$ cat src/rtl/timer.sv
// Memory-mapped down-counter timer: CTRL/PRESET/COUNT registers, one-shot or auto-reload, maskable IRQ.
// Optional clock prescaler on CTRL[6:4] enabled by defining TIMER_PRESCALE_EN.
module timer (
  input  logic        clk,
  input  logic        reset_n,
  input  logic [31:0] Addr,
  input  logic        WE,
  input  logic [31:0] Din,
  output logic [31:0] Dout,
  output logic        IRQ
);

  typedef enum logic [1:0] {
    IDLE = 2'd0,
    LOAD = 2'd1,
    CNT  = 2'd2,
    INT  = 2'd3
  } state_t;

  state_t      state_r, state_s;
  logic        en_r, en_s;
  logic [1:0]  mode_r, mode_s;
  logic        im_r, im_s;
  logic [31:0] preset_r, preset_s;
  logic [31:0] count_r, count_s;
  logic        irq_flag_r, irq_flag_s;
  logic        irq_r;
  logic [2:0]  p_s;
  logic        tick_s;
  logic        wr_cfg_s;
  logic        unused_s;

  assign wr_cfg_s = WE && ((Addr[3:2] == 2'd0) || (Addr[3:2] == 2'd1));

`ifdef TIMER_PRESCALE_EN
  logic [2:0] p_r, p_next_s;
  logic [7:0] pcnt_r, pcnt_s, pmask_s;

  assign p_s      = p_r;
  assign pmask_s  = (8'd1 << p_r) - 8'd1;
  assign tick_s   = ((pcnt_r & pmask_s) == pmask_s);
  assign unused_s = ^{Addr[31:4], Addr[1:0], Din[31:7]};
`else
  assign p_s      = 3'd0;
  assign tick_s   = 1'b1;
  assign unused_s = ^{Addr[31:4], Addr[1:0], Din[31:4]};
`endif

  // Next-state and register update logic; a config write overrides every state action.
  always_comb begin
    state_s    = state_r;
    en_s       = en_r;
    mode_s     = mode_r;
    im_s       = im_r;
    preset_s   = preset_r;
    count_s    = count_r;
    irq_flag_s = irq_flag_r;
`ifdef TIMER_PRESCALE_EN
    p_next_s   = p_r;
    pcnt_s     = pcnt_r + 8'd1;
`endif
    if (wr_cfg_s) begin
      state_s    = IDLE;
      irq_flag_s = 1'b0;
`ifdef TIMER_PRESCALE_EN
      pcnt_s     = 8'd0;
`endif
      if (Addr[3:2] == 2'd0) begin
        en_s   = Din[0];
        mode_s = Din[2:1];
        im_s   = Din[3];
`ifdef TIMER_PRESCALE_EN
        p_next_s = Din[6:4];
`endif
      end else begin
        preset_s = Din;
      end
    end else begin
      case (state_r)
        IDLE: begin
          if (en_r) begin
            state_s = LOAD;
          end else begin
            state_s = IDLE;
          end
        end
        LOAD: begin
          count_s    = preset_r;
          irq_flag_s = 1'b0;
          state_s    = CNT;
`ifdef TIMER_PRESCALE_EN
          pcnt_s     = 8'd0;
`endif
        end
        CNT: begin
          if (!en_r) begin
            state_s = IDLE;
          end else if (tick_s) begin
            if (count_r > 32'd1) begin
              count_s = count_r - 32'd1;
            end else begin
              count_s = 32'd0;
              state_s = INT;
            end
          end else begin
            state_s = CNT;
          end
        end
        INT: begin
          irq_flag_s = 1'b1;
          // Only MODE=01 reloads; 00 and the undefined 1x encodings behave as one-shot.
          if (mode_r == 2'b01) begin
            state_s = LOAD;
          end else begin
            en_s    = 1'b0;
            state_s = IDLE;
          end
        end
        default: begin
          state_s = IDLE;
        end
      endcase
    end
  end

  // State and register file; IRQ is registered from the next flag/mask values.
  always_ff @(posedge clk or negedge reset_n) begin
    if (!reset_n) begin
      state_r    <= IDLE;
      en_r       <= 1'b0;
      mode_r     <= 2'b00;
      im_r       <= 1'b0;
      preset_r   <= 32'd0;
      count_r    <= 32'd0;
      irq_flag_r <= 1'b0;
      irq_r      <= 1'b0;
`ifdef TIMER_PRESCALE_EN
      p_r        <= 3'd0;
      pcnt_r     <= 8'd0;
`endif
    end else begin
      state_r    <= state_s;
      en_r       <= en_s;
      mode_r     <= mode_s;
      im_r       <= im_s;
      preset_r   <= preset_s;
      count_r    <= count_s;
      irq_flag_r <= irq_flag_s;
      irq_r      <= irq_flag_s & im_s;
`ifdef TIMER_PRESCALE_EN
      p_r        <= p_next_s;
      pcnt_r     <= pcnt_s;
`endif
    end
  end

  // Zero-latency register readback.
  always_comb begin
    Dout = 32'd0;
    case (Addr[3:2])
      2'd0:    Dout = {25'd0, p_s, im_r, mode_r, en_r};
      2'd1:    Dout = preset_r;
      2'd2:    Dout = count_r;
      default: Dout = 32'd0;
    endcase
  end

  assign IRQ = irq_r;

endmodule
$ cat config.mk
export PLATFORM = sky130hd
export DESIGN_NAME = timer
export DESIGN_NICKNAME = d
export VERILOG_FILES = /design/src/rtl/timer.sv
export SDC_FILE = /design/constraint.sdc
export NUM_CORES = 1
export LEC_CHECK = 0
export CORE_ASPECT_RATIO = 0.8
export CORE_MARGIN = 1
export CORE_UTILIZATION = 40
export DETAILED_ROUTE_END_ITERATION = 10
export GPL_TIMING_DRIVEN = 0
export HOLD_SLACK_MARGIN = 0.03
export MAX_ROUTING_LAYER = met4
export PLACE_DENSITY = 0.67
export SYNTH_ARGS = -nofsm -noshare
export SYNTH_HDL_FRONTEND = slang
export SYNTH_SLANG_ARGS = --single-unit
export TNS_END_PERCENT = 50
$ cat constraint.sdc
create_clock -name clk -period 3.6 [get_ports clk]
set_clock_uncertainty 0.15 [all_clocks]
set_input_delay 0.36 -clock clk [delete_from_list [all_inputs] [get_ports clk]]
set_output_delay 0.36 -clock clk [all_outputs]
set_load 0.01 [all_outputs]
### After elaboration in Yosys (flattened, before gate mapping)

Cells that the tools add are included.

* register bits after elaboration: 72
* bits of input ports: 67
* output and inout port bits: 33

* $add $sub $neg: 1
* $lt $le $gt $ge: 1
* equal/unequal tests: 10
* mux-type cells: 18
* bitwise logic cells: 3
* reduce and logical (&&, ||, !) cells: 10

Operator list (number)
* case mux 32 bit (3 select lines): 1
* 2-to-1 mux 32 bit: 2
* case mux 32 bit (2 select lines): 1
* > comparator 32 x 1 -> 1 bit (second input constant): 1
* subtractor 32 x 1 -> 32 bit (second input constant): 1
* 2-to-1 mux 1 bit: 9
* case mux 2 bit (4 select lines): 1
* == test 2 x 1 -> 1 bit (second input constant): 3
* == test 2 bit (second input constant): 3
* 2-to-1 mux 2 bit: 3
* AND reduction 3 bit: 2
* zero test 2 bit: 2
* != test 2 bit (second input constant): 2
* != test 4 bit (second input constant): 1
* AND reduction 2 bit: 2
* nonzero test 2 bit: 2
* != test 2 x 1 -> 1 bit (second input constant): 1
* inverter 1 bit: 2
* case mux 1 bit (2 select lines): 1
* AND 1 bit: 1
* logical AND 1 bit: 1
* logical OR 1 bit: 1

### Logic depth before layout (Yosys ltp)

* word-level depth: 5
* depth in mapped cells: 10
* depth with buffers taken out: 7

### Least setup slack after synthesis

OpenSTA, ideal clock, no wires.

* path kind: register to register
* from: register count_r[25]
* to: register count_r[6]
* data arrival time: 2.262 ns
* required time: 3.329 ns
* setup slack: 1.067 ns
* stages on the path, launching flop included: 7
* path buffers: 1
* cells stage by stage: dfrtp_1 or4_4 or4_4 o31a_1 buf_6 a32o_1 a22o_1

* longest elaborated chain between the ends: 4

Ends and longest elaborated chain
* from (decl): RTL line 25 `logic [31:0] count_r, count_s;`
* from (signal assigned): RTL line 147 `count_r <= count_s;`
* > comparator 32 x 1 -> 1 bit: RTL line 99 `if (count_r > 32'd1) begin`
* 2-to-1 mux 32 bit: RTL line 99
* 2-to-1 mux 32 bit: RTL line 96 `if (!en_r) begin`
* case mux 32 bit (2 select lines): RTL line 79 `case (state_r)`

Every way passes these cells. The select of a mux whose other input is x is not followed.
A chain may end at the register's enable or synchronous reset.

### Final worst setup path

* from: input Addr[2]
* to: output Dout[25]

* longest elaborated chain between the ends: 2
* elaborated cells on any way between the ends: 4
* classes of those cells: eq/ne (2); mux (1); reduce/logical (1)

Ends and longest elaborated chain
* from (decl): RTL line 6 `input logic [31:0] Addr,`
* == test 2 bit, or another cell as far along: RTL line 160 `case (Addr[3:2])`
* case mux 32 bit (3 select lines) (*): RTL line 160
* to (decl): RTL line 9 `output logic [31:0] Dout,`

Mark *: on every way between the ends. The rest lies on a longest branch, timed or not.

==> impl_metrics.ini <==
[run_status]
outcome = complete, no violations

[final_layout]
final_core_util_pct = 53.9
nets = 565
drive_gt1_share_pct = 13.7
synthToLayoutAreaGrowth_pct = 28.0
n_fill_cell = 926
mostFrequentLayoutCell = dfrtp_1
multi_input_area_sq_mm = 0.00210
num_antenna_cells = 0
stdcell_count = 632
register_area_sq_mm = 0.00180
layout_common_cells = 72 x dfrtp_1, 67 x clkdlybuf4s50_1, 49 x a22o_1

[timing]
fin_crit_ns = 3.50
fmax_mhz = 286
tns_ns = 0
finalMaxSlewViolations = 0
setup-violations-final = 0
max-slew-margin-rel_pct = 35.4
worstMarginPinSlew_ns = 0.960
hold_viol = 0
whs_ns = 0.282
min_period_over_period_pct = 97.2
rsz0062_at_grt = no

[pwr]
peakVddDrop_mv = 0.379
leakagePower_uw = 0.00216
power.density_mw_per_mm2 = 643
power_uw = 3410

[placed_design]
dp.cells = 617
io_buffer_count = 68
gp_congestion = 0.903
hpwl_microns = 8940

[global_routing]
grt_usage_pct = 26.6
grt_use_met2_pct = 39.1
overflow = 0
antenna_found_initial = 0
top_usage_layer = met2
met1_usage_pct = 36.9
grt_max_degree = 59
grt_pass1_wl_microns = 20800
use_met3_pct = 5.77
grt_pass1_vias = 3810

[worst_setup_path]
crit_type = in2out
r2r_start = state_r[0]
cp.required_ns = 3.09
worstPathArrival_ns = 2.99
worst-path-max-fanout = 10
setup.worst_path.end_class = output port
start_kind = primary input
startpoint = Addr[2]

[job]
maxCapViolations = 0

[logic_synthesis]
synthSimpleGateAreaFrac_pct = 13.9
synth.area.mux_share_pct = 10.4
synthFlopType = dfrtp_1
ys_seq_elements = 72
async_flop_share_pct = 100
synth-xor-area-share_pct = 0
synth_adder_area_share_pct = 1.51
avgSynthCellArea_sq_um = 10.1
synth_fp_nets = 484
netlist_instances = 412
synth_edf_count = 0
synth_top_family_by_area = compound AO/OA/AOI/OAI gates
synth-seq-area-share_pct = 43.5
syn-cell-area_sq_mm = 0.00415
yosys_warnings = 0
ys_types = 54
synth_compound_gate_area_share_pct = 24.8

[clocking]
clk-insertion-delay-late_ns = 0.34
cts_root_buf = clkbuf_16
cts_buffers = 9
post_cts_resized = 0
clk_pin_slew_ns = 0.05
clock-sinks = 72
clock_path_buffers = 2
htreeDepth = 3
postCtsHoldBufs = 1
cts_tree = done
post_cts_buffers = 0

[die]
ioPinCount = 100
rows = 32
coreArea_sq_mm = 0.00985
start_util_pct = 42.1
dieHeight_microns = 93.1
die_w_microns = 116
dieArea_sq_mm = 0.0108

[drt]
wirelength_microns = 13000
vias = 3772
drtAntennaViolNets = 0
drtIter0Drc = 372
vias_per_cell = 5.97
drcViolationCount = 0
firstDrtPassIters = 5
wire_per_inst_microns = 20.6

[worst_hold_path]
hold_path_class = in2async
## layer usage
metal,share of wire [%],vias up
li1,-,1727
met1,45,1825
met2,45,201
met3,9.7,19
met4,1.0,0
met5,0,-
## state kept, by name, indices dropped and copies added (netlist names)
name	flops
IRQ	1
count_r	32
irq_flag_r	1
en_r	1
im_r	1
preset_r	32
mode_r	2
state_r	2
## logic make-up after synthesis
| logic type | count (synthesis) |
|---|---|
| buf+inv | 58 |
| mux | 39 |
| fa+ha+maj | 5 |
| compound gates | 135 |
| flops | 72 |
| simple gates | 103 |
## area by class of cell
cell class	instances	area share (%)
Inverter	22	1.56
Tap cell	136	3.21
Buffer	36	3.09
Timing Repair Buffer	70	13.5
Sequential cell	72	34.0
Clock buffer	14	5.16
Multi-Input combinational cell	282	39.5
## cell usage after synthesis (3+ instances only)
master,number,share of area [%]
dfrtp_1,72,43
a22o_1,49,10
mux2_2,34,9.2
o21ai_0,33,4.0
clkbuf_1,24,2.2
inv_1,22,2.0
nor3_1,21,2.5
nand2_1,17,1.5
nand3_1,12,1.4
nor2_1,11,1.0
o32ai_1,10,2.1
or4_1,8,1.4
nor4_1,7,1.1
a21o_1,6,1.1
a21oi_1,6,0.72
a32o_1,5,1.2
buf_2,5,0.60
ha_1,5,1.5
mux2i_1,5,1.2
a22o_2,4,0.97
and3_1,4,0.60
buf_1,4,0.36
nor2b_1,3,0.45
o21ai_1,3,0.36
o2bb2ai_1,3,0.63
or3_1,3,0.45
## path summary, 6_finish.rpt
kind	to	slack [ns]	cells after the start
min reg2reg	irq_flag_r	0.39	2
max in group asynchronous	preset_r[26]	2.45	3
max reg2reg	count_r[25]	0.58	9
min in group clk	irq_flag_r	0.39	2
max	Dout[25]	0.1	6
min	preset_r[7]	0.28	2
## stage by stage
| step | area [sq um] | setup slack [ns] |
|---|---|---|
| after floorplan | 4150 | 1.07 |
| after global placement | 5000 | -0.613 |
| after detailed placement | 5020 | 0.138 |
| after CTS | 5310 | 0.126 |
| after global routing | 5310 | 0.00401 |
| final | 5310 | 0.0996 |
## power by group
| part | total, uW | switching [uW] | internal, uW |
|---|---|---|---|
| Combinational | 1200 | 612 | 592 |
| Sequential | 1370 | 301 | 1070 |
| Clock | 839 | 323 | 516 |
| Total | 3410 | 1240 | 2170 |
## critical path, cell delays in order
cell and delay (ns):
clkdlybuf4s50_1 0.54, nor2b_1 0.16, clkbuf_1 0.52, clkbuf_1 0.61
a22o_2 0.26, clkdlybuf4s50_1 0.53
Note: power is estimated with default switching activity, not from simulation.
